### src/rtl/pipe_pkg.sv
// Shared definitions for the pipelined operand selectors.
// Holds default widths, the select-width derivation and the handshake
// occupancy encoding used by skid_buf.
package pipe_pkg;

    localparam int DATA_W    = 32;
    localparam int MUX_N_DEF = 4;

    // Select width for an n-way mux; never narrower than one bit.
    function automatic int sel_w_f(input int n);
        return (n <= 2) ? 1 : $clog2(n);
    endfunction

    // Occupancy of the main/skid register pair.
    typedef enum logic [1:0] {
        HS_EMPTY = 2'd0,
        HS_ONE   = 2'd1,
        HS_FULL  = 2'd2
    } hs_state_e;

endpackage

### src/rtl/pipe_mux_n_skid_buf.sv
// Two-entry valid/ready skid buffer: main register M drives the output,
// skid register S catches the one beat that arrives while M is stalled.
// in_ready comes straight from a flop so out_ready never reaches it
// combinationally.
//
//   state    | meaning
//   ---------+-------------------------------------------
//   HS_EMPTY | M and S invalid, accepting
//   HS_ONE   | M valid, S invalid, accepting
//   HS_FULL  | M and S valid, not accepting
module skid_buf
    import pipe_pkg::*;
#(
    parameter int WIDTH = DATA_W
) (
    input  logic             clk,
    input  logic             rst_n,
    input  logic [WIDTH-1:0] in_data,
    input  logic             in_valid,
    output logic             in_ready,
    output logic [WIDTH-1:0] out_data,
    output logic             out_valid,
    input  logic             out_ready
);

    hs_state_e        state_q;
    logic [WIDTH-1:0] m_data_q;
    logic [WIDTH-1:0] s_data_q;
    logic             out_valid_q;
    logic             in_ready_q;

    logic             in_xfer;
    logic             out_xfer;

    assign in_xfer  = in_valid & in_ready_q;
    assign out_xfer = out_valid_q & out_ready;

    // Occupancy FSM; data registers and both handshake outputs are
    // updated together so out_valid/in_ready are pure flop outputs.
    always_ff @(posedge clk or negedge rst_n) begin
        if (!rst_n) begin
            state_q     <= HS_EMPTY;
            m_data_q    <= '0;
            s_data_q    <= '0;
            out_valid_q <= 1'b0;
            in_ready_q  <= 1'b1;
        end else begin
            case (state_q)
                HS_EMPTY: begin
                    if (in_xfer) begin
                        m_data_q    <= in_data;
                        out_valid_q <= 1'b1;
                        state_q     <= HS_ONE;
                    end
                end
                HS_ONE: begin
                    case ({in_xfer, out_xfer})
                        2'b10: begin
                            s_data_q   <= in_data;
                            in_ready_q <= 1'b0;
                            state_q    <= HS_FULL;
                        end
                        2'b01: begin
                            out_valid_q <= 1'b0;
                            state_q     <= HS_EMPTY;
                        end
                        2'b11: begin
                            m_data_q <= in_data;
                        end
                        default: begin
                        end
                    endcase
                end
                HS_FULL: begin
                    // in_ready is low here, so only the drain side can move.
                    if (out_xfer) begin
                        m_data_q   <= s_data_q;
                        in_ready_q <= 1'b1;
                        state_q    <= HS_ONE;
                    end
                end
                default: begin
                    out_valid_q <= 1'b0;
                    in_ready_q  <= 1'b1;
                    state_q     <= HS_EMPTY;
                end
            endcase
        end
    end

    assign in_ready  = in_ready_q;
    assign out_valid = out_valid_q;
    assign out_data  = m_data_q;

endmodule

### src/rtl/pipe_mux_n.sv
// Registered N-way lane selector with valid/ready handshake.
// A binary select picks one packed lane; the result is buffered in a
// two-entry skid buffer. Selects beyond the last lane yield zero data.
// Build option PIPE_MUX_SELCHK_EN adds a sticky out-of-range select flag
// (sel_err); without it sel_err is tied low and no check logic exists.
module pipe_mux_n
    import pipe_pkg::*;
#(
    parameter  int WIDTH = DATA_W,
    parameter  int N_IN  = MUX_N_DEF,
    localparam int SEL_W = sel_w_f(N_IN)
) (
    input  logic                  clk,
    input  logic                  rst_n,
    input  logic [N_IN*WIDTH-1:0] in_data,
    input  logic [SEL_W-1:0]      in_sel,
    input  logic                  in_valid,
    output logic                  in_ready,
    output logic [WIDTH-1:0]      out_data,
    output logic                  out_valid,
    input  logic                  out_ready,
    output logic                  sel_err
);

    logic [WIDTH-1:0] sel_val;

    // Lane select; an index with no matching lane leaves the zero default.
    always_comb begin
        sel_val = '0;
        for (int k = 0; k < N_IN; k++) begin
            if (in_sel == SEL_W'(k)) begin
                sel_val = in_data[k*WIDTH +: WIDTH];
            end
        end
    end

    skid_buf #(
        .WIDTH (WIDTH)
    ) u_skid_buf (
        .clk       (clk),
        .rst_n     (rst_n),
        .in_data   (sel_val),
        .in_valid  (in_valid),
        .in_ready  (in_ready),
        .out_data  (out_data),
        .out_valid (out_valid),
        .out_ready (out_ready)
    );

`ifdef PIPE_MUX_SELCHK_EN
    logic in_xfer;
    logic sel_oor;
    logic sel_err_q;

    assign in_xfer = in_valid & in_ready;
    assign sel_oor = (32'(in_sel) >= 32'(N_IN));

    // Sticky flag: any accepted beat with a bad select sets it until reset.
    always_ff @(posedge clk or negedge rst_n) begin
        if (!rst_n) begin
            sel_err_q <= 1'b0;
        end else if (in_xfer && sel_oor) begin
            sel_err_q <= 1'b1;
        end
    end

    assign sel_err = sel_err_q;
`else
    assign sel_err = 1'b0;
`endif

endmodule

### config.mk
export PLATFORM = sky130hd
export DESIGN_NAME = pipe_mux_n
export DESIGN_NICKNAME = d
export VERILOG_FILES = /design/src/rtl/pipe_pkg.sv /design/src/rtl/pipe_mux_n_skid_buf.sv /design/src/rtl/pipe_mux_n.sv
export SDC_FILE = /design/constraint.sdc
export NUM_CORES = 1
export LEC_CHECK = 0
export BUFFER_PORTS_ARGS = -buffer_cell sky130_fd_sc_hd__buf_2
export CAP_MARGIN = 10
export CORE_MARGIN = 2
export CORE_UTILIZATION = 52
export CTS_BUF_LIST = sky130_fd_sc_hd__clkbuf_16
export CTS_CLUSTER_SIZE = 8
export DETAILED_ROUTE_END_ITERATION = 6
export PLACE_DENSITY = 0.91
export SKIP_LAST_GASP = 1
export SLEW_MARGIN = 20
export SYNTH_ARGS = -nofsm -noshare
export SYNTH_HDL_FRONTEND = slang
export SYNTH_SLANG_ARGS = --single-unit
export TNS_END_PERCENT = 1
### constraint.sdc
create_clock -name clk -period 2.5 [get_ports clk]
set_input_delay 0.25 -clock clk [delete_from_list [all_inputs] [get_ports clk]]
set_output_delay 0.25 -clock clk [all_outputs]
set_load 0.02 [all_outputs]
# Word-level counts from Yosys, hierarchy flattened
# Index checks and enable logic that the tools add are counted.
[classes]
n_addsub = 0
mul = 0
div_mod_pow = 0
magnitude_cmp = 0
eq_ne = 14
n_shift = 0
n_mux = 18
bitwise_logic = 4
n_reduce_logical = 8
[ops]
columns = ["cell", "n"]
rows = [
  ["32-bit 2-to-1 mux", 7],
  ["32-bit case mux with 3 select lines", 1],
  ["2-bit equality test (second input constant)", 5],
  ["3-bit AND reduction", 3],
  ["2-bit by 1-bit equality test with 1-bit output (second input constant)", 3],
  ["2-bit by 1-bit != test with 1-bit output (second input constant)", 3],
  ["1-bit case mux with 3 select lines", 2],
  ["2-bit case mux with 3 select lines", 1],
  ["2-bit logical NOT", 2],
  ["1-bit 2-to-1 mux", 4],
  ["2-bit 2-to-1 mux", 2],
  ["2-bit != test (second input constant)", 2],
  ["2-bit case mux with 2 select lines", 1],
  ["4-bit AND reduction", 1],
  ["3-bit by 2-bit != test with 1-bit output (second input constant)", 1],
  ["3-bit nonzero test", 1],
  ["1-bit bitwise AND", 2],
  ["1-bit inverter", 2],
  ["2-bit AND reduction", 1],
]
[word_totals]
ff_bits = 68
latch_bits = 0
ramBits = 0
mem_bits_ro = 0
input_bits = 134
output_inout_bits = 35
wordCells = 49
memories = 0

# Logic depth before layout (Yosys ltp)
# Gate-level depths: netlist of run 1.
[depth]
depth_word = 7
depth_mapped = 5
ltp_nobuf = 3

# Modules after synthesis
# Synthesis of run 1 repeated with hierarchy kept, for this count alone.
[unflattened]
cells_unflattened = 233
hier_area_um2 = 3862.5
[modules_own_cells]
columns = ["mod", "n_inst", "cells_per_inst", "area_each_um2", "seq_area_each_um2"]
rows = [
  ["skid_buf", 1, 192, 3036.7, 1702.9],
  ["pipe_mux_n", 1, 41, 825.8, 0.0],
]

# Least setup slack after synthesis of run 1
# OpenSTA, ideal clock, no wires.
[synth_path]
path_type = "register -> register"
start = "register u_skid_buf.in_ready_q (netlist: u_skid_buf.in_ready)"
end = "register u_skid_buf.m_data_q[31] (netlist: u_skid_buf.out_data[31])"
setup_time_ns = 0.125
arrival_time_ns = 1.678
required_ns = 2.375
slack_ns = 0.697
stages_incl_launch_ff = 5
path_buffers = 1
period_less_slack_ns = 1.803
path_cell_list = "dfstp_2 nand2_1 o32ai_2 buf_4 mux2_2"
[synth_via]
elab_chain_len = 4
elab_cells_between_ends = 5
cone_classes = "eq/ne (3); bitwise (1); reduce/logical (1)"
[synth_rtl]
columns = ["element", "line", "rtl"]
rows = [
  ["from (decl)", "pipe_mux_n_skid_buf.sv:30", "logic in_ready_q;"],
  ["from (signal assigned)", "pipe_mux_n_skid_buf.sv:46", "in_ready_q <= 1'b1;"],
  ["from (signal assigned)", "pipe_mux_n_skid_buf.sv:60", "in_ready_q <= 1'b0;"],
  ["from (signal assigned)", "pipe_mux_n_skid_buf.sv:78", "in_ready_q <= 1'b1;"],
  ["1-bit bitwise AND *", "pipe_mux_n_skid_buf.sv:35", "assign in_xfer = in_valid & in_ready_q;"],
  ["2-bit equality test", "pipe_mux_n_skid_buf.sv:57", "case ({in_xfer, out_xfer})"],
  ["2-bit != test (no line)", "--", ""],
  ["4-bit AND reduction (no line) *", "--", ""],
  ["to (signal assigned)", "pipe_mux_n_skid_buf.sv:51", "m_data_q <= in_data;"],
  ["to (signal assigned)", "pipe_mux_n_skid_buf.sv:68", "m_data_q <= in_data;"],
  ["to (signal assigned)", "pipe_mux_n_skid_buf.sv:77", "m_data_q <= s_data_q;"],
  ["to (decl)", "pipe_mux_n_skid_buf.sv:27", "logic [WIDTH-1:0] m_data_q;"],
]
# Every way passes the cells marked *; elsewhere a longest branch is shown, timed or not.
# A chain may end at the register's enable or synchronous reset.

# Final worst setup path of run 1
[layout_path]
start = "register u_skid_buf.in_ready_q (netlist: u_skid_buf.in_ready)"
end = "register u_skid_buf.m_data_q[28] (netlist: u_skid_buf.out_data[28])"
# Same word-level chain as after synthesis.

==> results of run 1 <==
==> cells by family (layout without fill, tap and decap cells) <==
| kind of cell | Yosys count | after routing | share of synthesized area |
|---|---|---|---|
| AOI/OAI and AO/OA | 9 | 9 | 0.0182 |
| buffers and inverters | 19 | 195 | 0.0450 |
| DFF | 68 | 68 | 0.434 |
| muxes | 129 | 129 | 0.493 |
| other | 1 | 1 | 0.000956 |
| and+or+nand+nor | 7 | 7 | 0.00925 |
==> critical path, stage by stage, from the launching register on <==
cell and delay [ps]:
dfstp_2 560, nand2_1 130, o32ai_4 240, buf_4 410, mux2_4 350
==> worst paths after layout <==
check / depth (start not counted) / end / start / slack (ps)
max: 4 / u_skid_buf.out_data[28] / u_skid_buf.in_ready / 690
min: 3 / u_skid_buf.out_valid / out_ready / 290
max reg2reg: 4 / u_skid_buf.out_data[28] / u_skid_buf.in_ready / 690
min reg2reg: 1 / u_skid_buf.s_data_q[9] / u_skid_buf.s_data_q[9] / 500
max in group asynchronous: 3 / u_skid_buf.s_data_q[7] / rst_n / 1330
min in group asynchronous: 2 / u_skid_buf.out_data[26] / rst_n / 440
==> sequential cells by signal, summed over array words and instances (netlist names) <==
name / count
u_skid_buf.out_valid: 1
u_skid_buf.state_q: 2
u_skid_buf.in_ready: 1
u_skid_buf.s_data_q: 32
u_skid_buf.out_data: 32
==> stage by stage <==
step           instance area [um2]  utilization  total power, mW  hold slack, ps  std cells
6_report                      5140        0.705             4.40             291        508
5_1_grt                       5140        0.705             4.62             303        508
4_1_cts                       5140        0.705             4.45             282        508
3_5_place_dp                  4810        0.660             3.10             250        491
3_3_place_gp                  4810        0.660             3.02             247        491
2_1_floorplan                 3920            -             2.60           -45.6        233
==> repair_timing <==
item                                   CTS  global route
endpoints found under the hold margin   21             0
buffers inserted                         0             0
hold buffers                             1             0
==> where the power goes <==
part	switching, mW	total (mW)	internal, mW
Sequential	0.211	1.70	1.49
Clock	0.453	1.32	0.867
Combinational	0.635	1.38	0.750
Total	1.30	4.40	3.10
==> final cells by class <==
cell class | count | area, um2
multi-input cells | 146 | 2060
fillers | 535 | 2150
inverters | 1 | 3.75
flip-flops and latches | 68 | 1700
clock inverters | 7 | 91.3
well taps | 99 | 124
repair buffers | 178 | 933
clock buffers | 9 | 225
==> cell usage after synthesis, types with 2 or more instances <==
cell type	count	area, um2
dfrtp_1	67	1680
buf_1	3	11.3
buf_2	3	15.0
mux4_2	30	676
mux2_2	66	743
nand2_1	3	11.3
o21ai_0	2	10.0
buf_12	3	60.1
buf_6	5	56.3
mux2_4	30	450
buf_4	4	30.0
mux4_1	2	52.6
==> routing by layer <==
layer,GRT usage,share of wire
met5,0,0
met4,0.0619,0.014
met3,0.0559,0.058
met2,0.425,0.57
met1,0.246,0.36
==> results.yml, run 1 <==
floorplanning:
  dieWidth_um: 90.9
  placementRows: 31
  die_area_um2: 8250
  ios: 169
  initial_core_util: 0.538
  fp.dieH_um: 90.9
  core-area_um2: 7290
setup_path:
  worstSetupEndpointType: "flip-flop"
  crit_arrival_ps: 2010
  critPathKind: "flip-flop to flip-flop"
  cp_data_required_time_ps: 2700
  path_max_fanout: 20
  cp-start-kind: "flip-flop"
logic_synthesis:
  ys_types: 27
  synthFlopType: "dfrtp_1"
  avgSynthCellArea_um2: 16.8
  ys_async_sr_fraction: 1.00
  netlist_area_um2: 3920
  synth-edff-count: 0
  ys.warnings.count: 0
  yosys_register_bits: 68
  postSynthCellCount: 233
  synthesis.nets: 367
  seq_area_frac_synth: 0.434
sta:
  slew_headroom: 0.663
  max_freq_mhz: 552
  rsz0062_at_grt: "no"
  fin_tns_setup_ps: 0
  maxSlewViolCount: 0
  skew_ps: 8.15
  finalWorstSetupSlack_ps: 690
  post-route-period-util: 0.724
  worst_pin_slew_ps: 506
  fin_crit_ps: 1810
  final-hold-violation-count: 0
  setup_violations: 0
global_routing:
  overflow: 0
  antenna_found_initial: 0
  grt_pass1_wl_um: 14600
  grt_pass1_vias: 3157
  grt_max_degree: 33
  track_usage: 0.223
clocking:
  h-tree-depth: 3
  clk_pin_slew_ps: 60
  cts_made_buffers: 9
  cts_resized: 0
  cts_tree: "done"
  clock-root-buffer: "clkbuf_16"
  clock_sinks: 68
  cts_buffer_depth: 2
  clock_latency_ps: 320
route:
  viasPerCell: 5.47
  wirelength_um: 9100
  via_count: 2779
  drt_iter0_drc: 83
  ant_nets: 0
  route.detailed.drc: 0
  drtPass1Iterations: 4
  wl_per_cell_um: 17.9
layout:
  final_common_cell: "buf_2"
  antennaDiodeCount: 0
  drive_above_1_share: 0.785
  layout_common_cells: "buf_2, dfrtp_1, mux2_2, mux4_2, mux2_4"
  num-nets-final: 538
  areaGrowthSynthToFinish_pct: 31.0
power:
  ir_worst_vdd_mv: 0.531
  p_per_area_nw_per_um2: 857
  leakage_nw: 2.57
hold_path:
  hp-class: "input port to flip-flop"
outcome:
  status: "finished, final reports clean"
placement:
  dp_hpwl_um: 6770
  place_ws_ps: 572
  port_buffers: 167
  gp_congestion: 0.723
run:
  cap_violations: 0
(Power assumes the default switching activity.)
==> inputs of run 2 (changes only) <==
CORE_UTILIZATION = 44   (was 52)
PLACE_DENSITY = 0.83   (was 0.91)
clock period = 1.5 ns   (was 2.5 ns; I/O delays follow)
==> results.yml, run 2 (same netlist as run 1, synthesis figures left out) <==
sta:
  finalWorstSetupSlack_ps: -112
  setup_violations: 64
  final-hold-violation-count: 0
  post-route-period-util: 1.07
  fin_crit_ps: 1610
  maxSlewViolCount: 0
  rsz0062_at_grt: "yes"
  max_freq_mhz: 620
  skew_ps: 5.92
power:
  leakage_nw: 2.77
  p_per_area_nw_per_um2: 1370
  ir_worst_vdd_mv: 0.718
setup_path:
  critPathKind: "flip-flop to flip-flop"
  crit_arrival_ps: 1820
  cp_data_required_time_ps: 1700
  worstSetupEndpointType: "flip-flop"
  path_max_fanout: 7
  cp-start-kind: "flip-flop"
outcome:
  violations: "setup timing"
  status: "complete, but fails checks"
global_routing:
  overflow: 0
  grt_max_degree: 28
  grt_pass1_wl_um: 15900
  antenna_found_initial: 0
  track_usage: 0.210
  grt_pass1_vias: 3263
clocking:
  h-tree-depth: 3
  cts_made_buffers: 9
  clock_sinks: 68
  cts_buffer_depth: 2
  clock_latency_ps: 320
  clk_pin_slew_ps: 60
  cts_tree: "done"
  clock-root-buffer: "clkbuf_16"
route:
  via_count: 2828
  drtPass1Iterations: 4
  ant_nets: 0
  viasPerCell: 5.27
  wirelength_um: 9820
  wl_per_cell_um: 18.3
  route.detailed.drc: 0
  drt_iter0_drc: 85
floorplanning:
  initial_core_util: 0.452
  placementRows: 34
  fp.dieH_um: 98.4
  ios: 169
  die_area_um2: 9690
  core-area_um2: 8680
  dieWidth_um: 98.4
layout:
  layout_common_cells: "buf_2, dfrtp_1, mux2_2, mux2_4, mux4_2"
  areaGrowthSynthToFinish_pct: 41.0
  final_common_cell: "buf_2"
  num-nets-final: 558
  fillers: 662
  instances_no_fill: 537
  antennaDiodeCount: 0
  final_util: 0.637
  drive_above_1_share: 0.802
placement:
  dp_hpwl_um: 7300
  place_inst: 514
  gp_congestion: 0.730
  port_buffers: 167
run:
  cap_violations: 0
hold_path:
  hp-class: "input port to flip-flop"
run 2: changes by cell type in the layout (fill, tap and decap cells not counted), sizes merged:
cell,change
buf,+20
clkinvlp,-3
bufinv,+1
clkinv,+1
inv,+1
run 2: layout make-up:
cell class	count	area [um2]	share of cell area
Clock buffer	9	225	0.0407
Inverter	1	3.75	0.000679
Tap cell	108	135	0.0244
Sequential cell	68	1700	0.308
Clock inverter	7	116	0.0210
Multi-Input combinational cell	146	2090	0.377
Timing Repair Buffer	198	1260	0.228
run 2: path summary, 6_finish.rpt:
| path | startpoint | to | slack, ps | depth (start not counted) |
|---|---|---|---|---|
| setup / recovery | u_skid_buf.in_ready | u_skid_buf.out_data[29] | -110 | 5 |
| hold / removal | in_valid | u_skid_buf.in_ready | 210 | 3 |
| setup reg to reg | u_skid_buf.in_ready | u_skid_buf.out_data[29] | -110 | 5 |
| hold reg to reg | u_skid_buf.out_data[16] | u_skid_buf.out_data[16] | 500 | 1 |
| max in group asynchronous | rst_n | u_skid_buf.s_data_q[3] | 690 | 3 |
| min in group asynchronous | rst_n | u_skid_buf.s_data_q[17] | 310 | 2 |
run 2: worst max-delay path, stage by stage, from the launching register on:
cell	delay, ps
dfstp_2	550
nand2_4	60
o32ai_4	250
buf_6	190
buf_8	150
mux2_4	300
run 2: power breakdown:
| group | switching (mW) | internal (mW) | leakage [nW] |
|---|---|---|---|
| logic | 1.06 | 1.28 | 1.71 |
| registers | 0.359 | 2.48 | 0.885 |
| clock network | 0.786 | 1.62 | 0.171 |
| total | 2.20 | 5.38 | 2.77 |
run 2: per-stage QoR:
| step | cell area (um2) | TNS, ps | total power, mW | setup WS (ps) | hold slack, ps |
|---|---|---|---|---|---|
| global route | 5530 | -8470 | 7.92 | -180 | 214 |
| floorplan | 3960 | -10060 | 4.33 | -223 | -146 |
| finish | 5530 | -4560 | 7.58 | -112 | 208 |
| global placement | 5050 | -5540 | 5.09 | -192 | 119 |
| CTS | 5530 | -4870 | 7.65 | -122 | 195 |
| detailed placement | 5050 | -7030 | 5.22 | -231 | 114 |
run 2: per-layer routing:
metal  wire length [um]  share of wire  global-route usage
met1               3670           0.37               0.240
met2               5390           0.55               0.382
met3                608          0.062              0.0532
met4                150          0.015              0.0738
met5                  0              0                   0
run 2: what timing repair did:
item | CTS | global route
hold endpoints to repair | 14 | 0
pin swaps | 2 | 0
endpoints found under the setup margin | 64 | 64
hold buffers | 1 | 0
resized for setup | 11 | 0
gates cloned | 2 | 0
setup buffers | 4 | 0
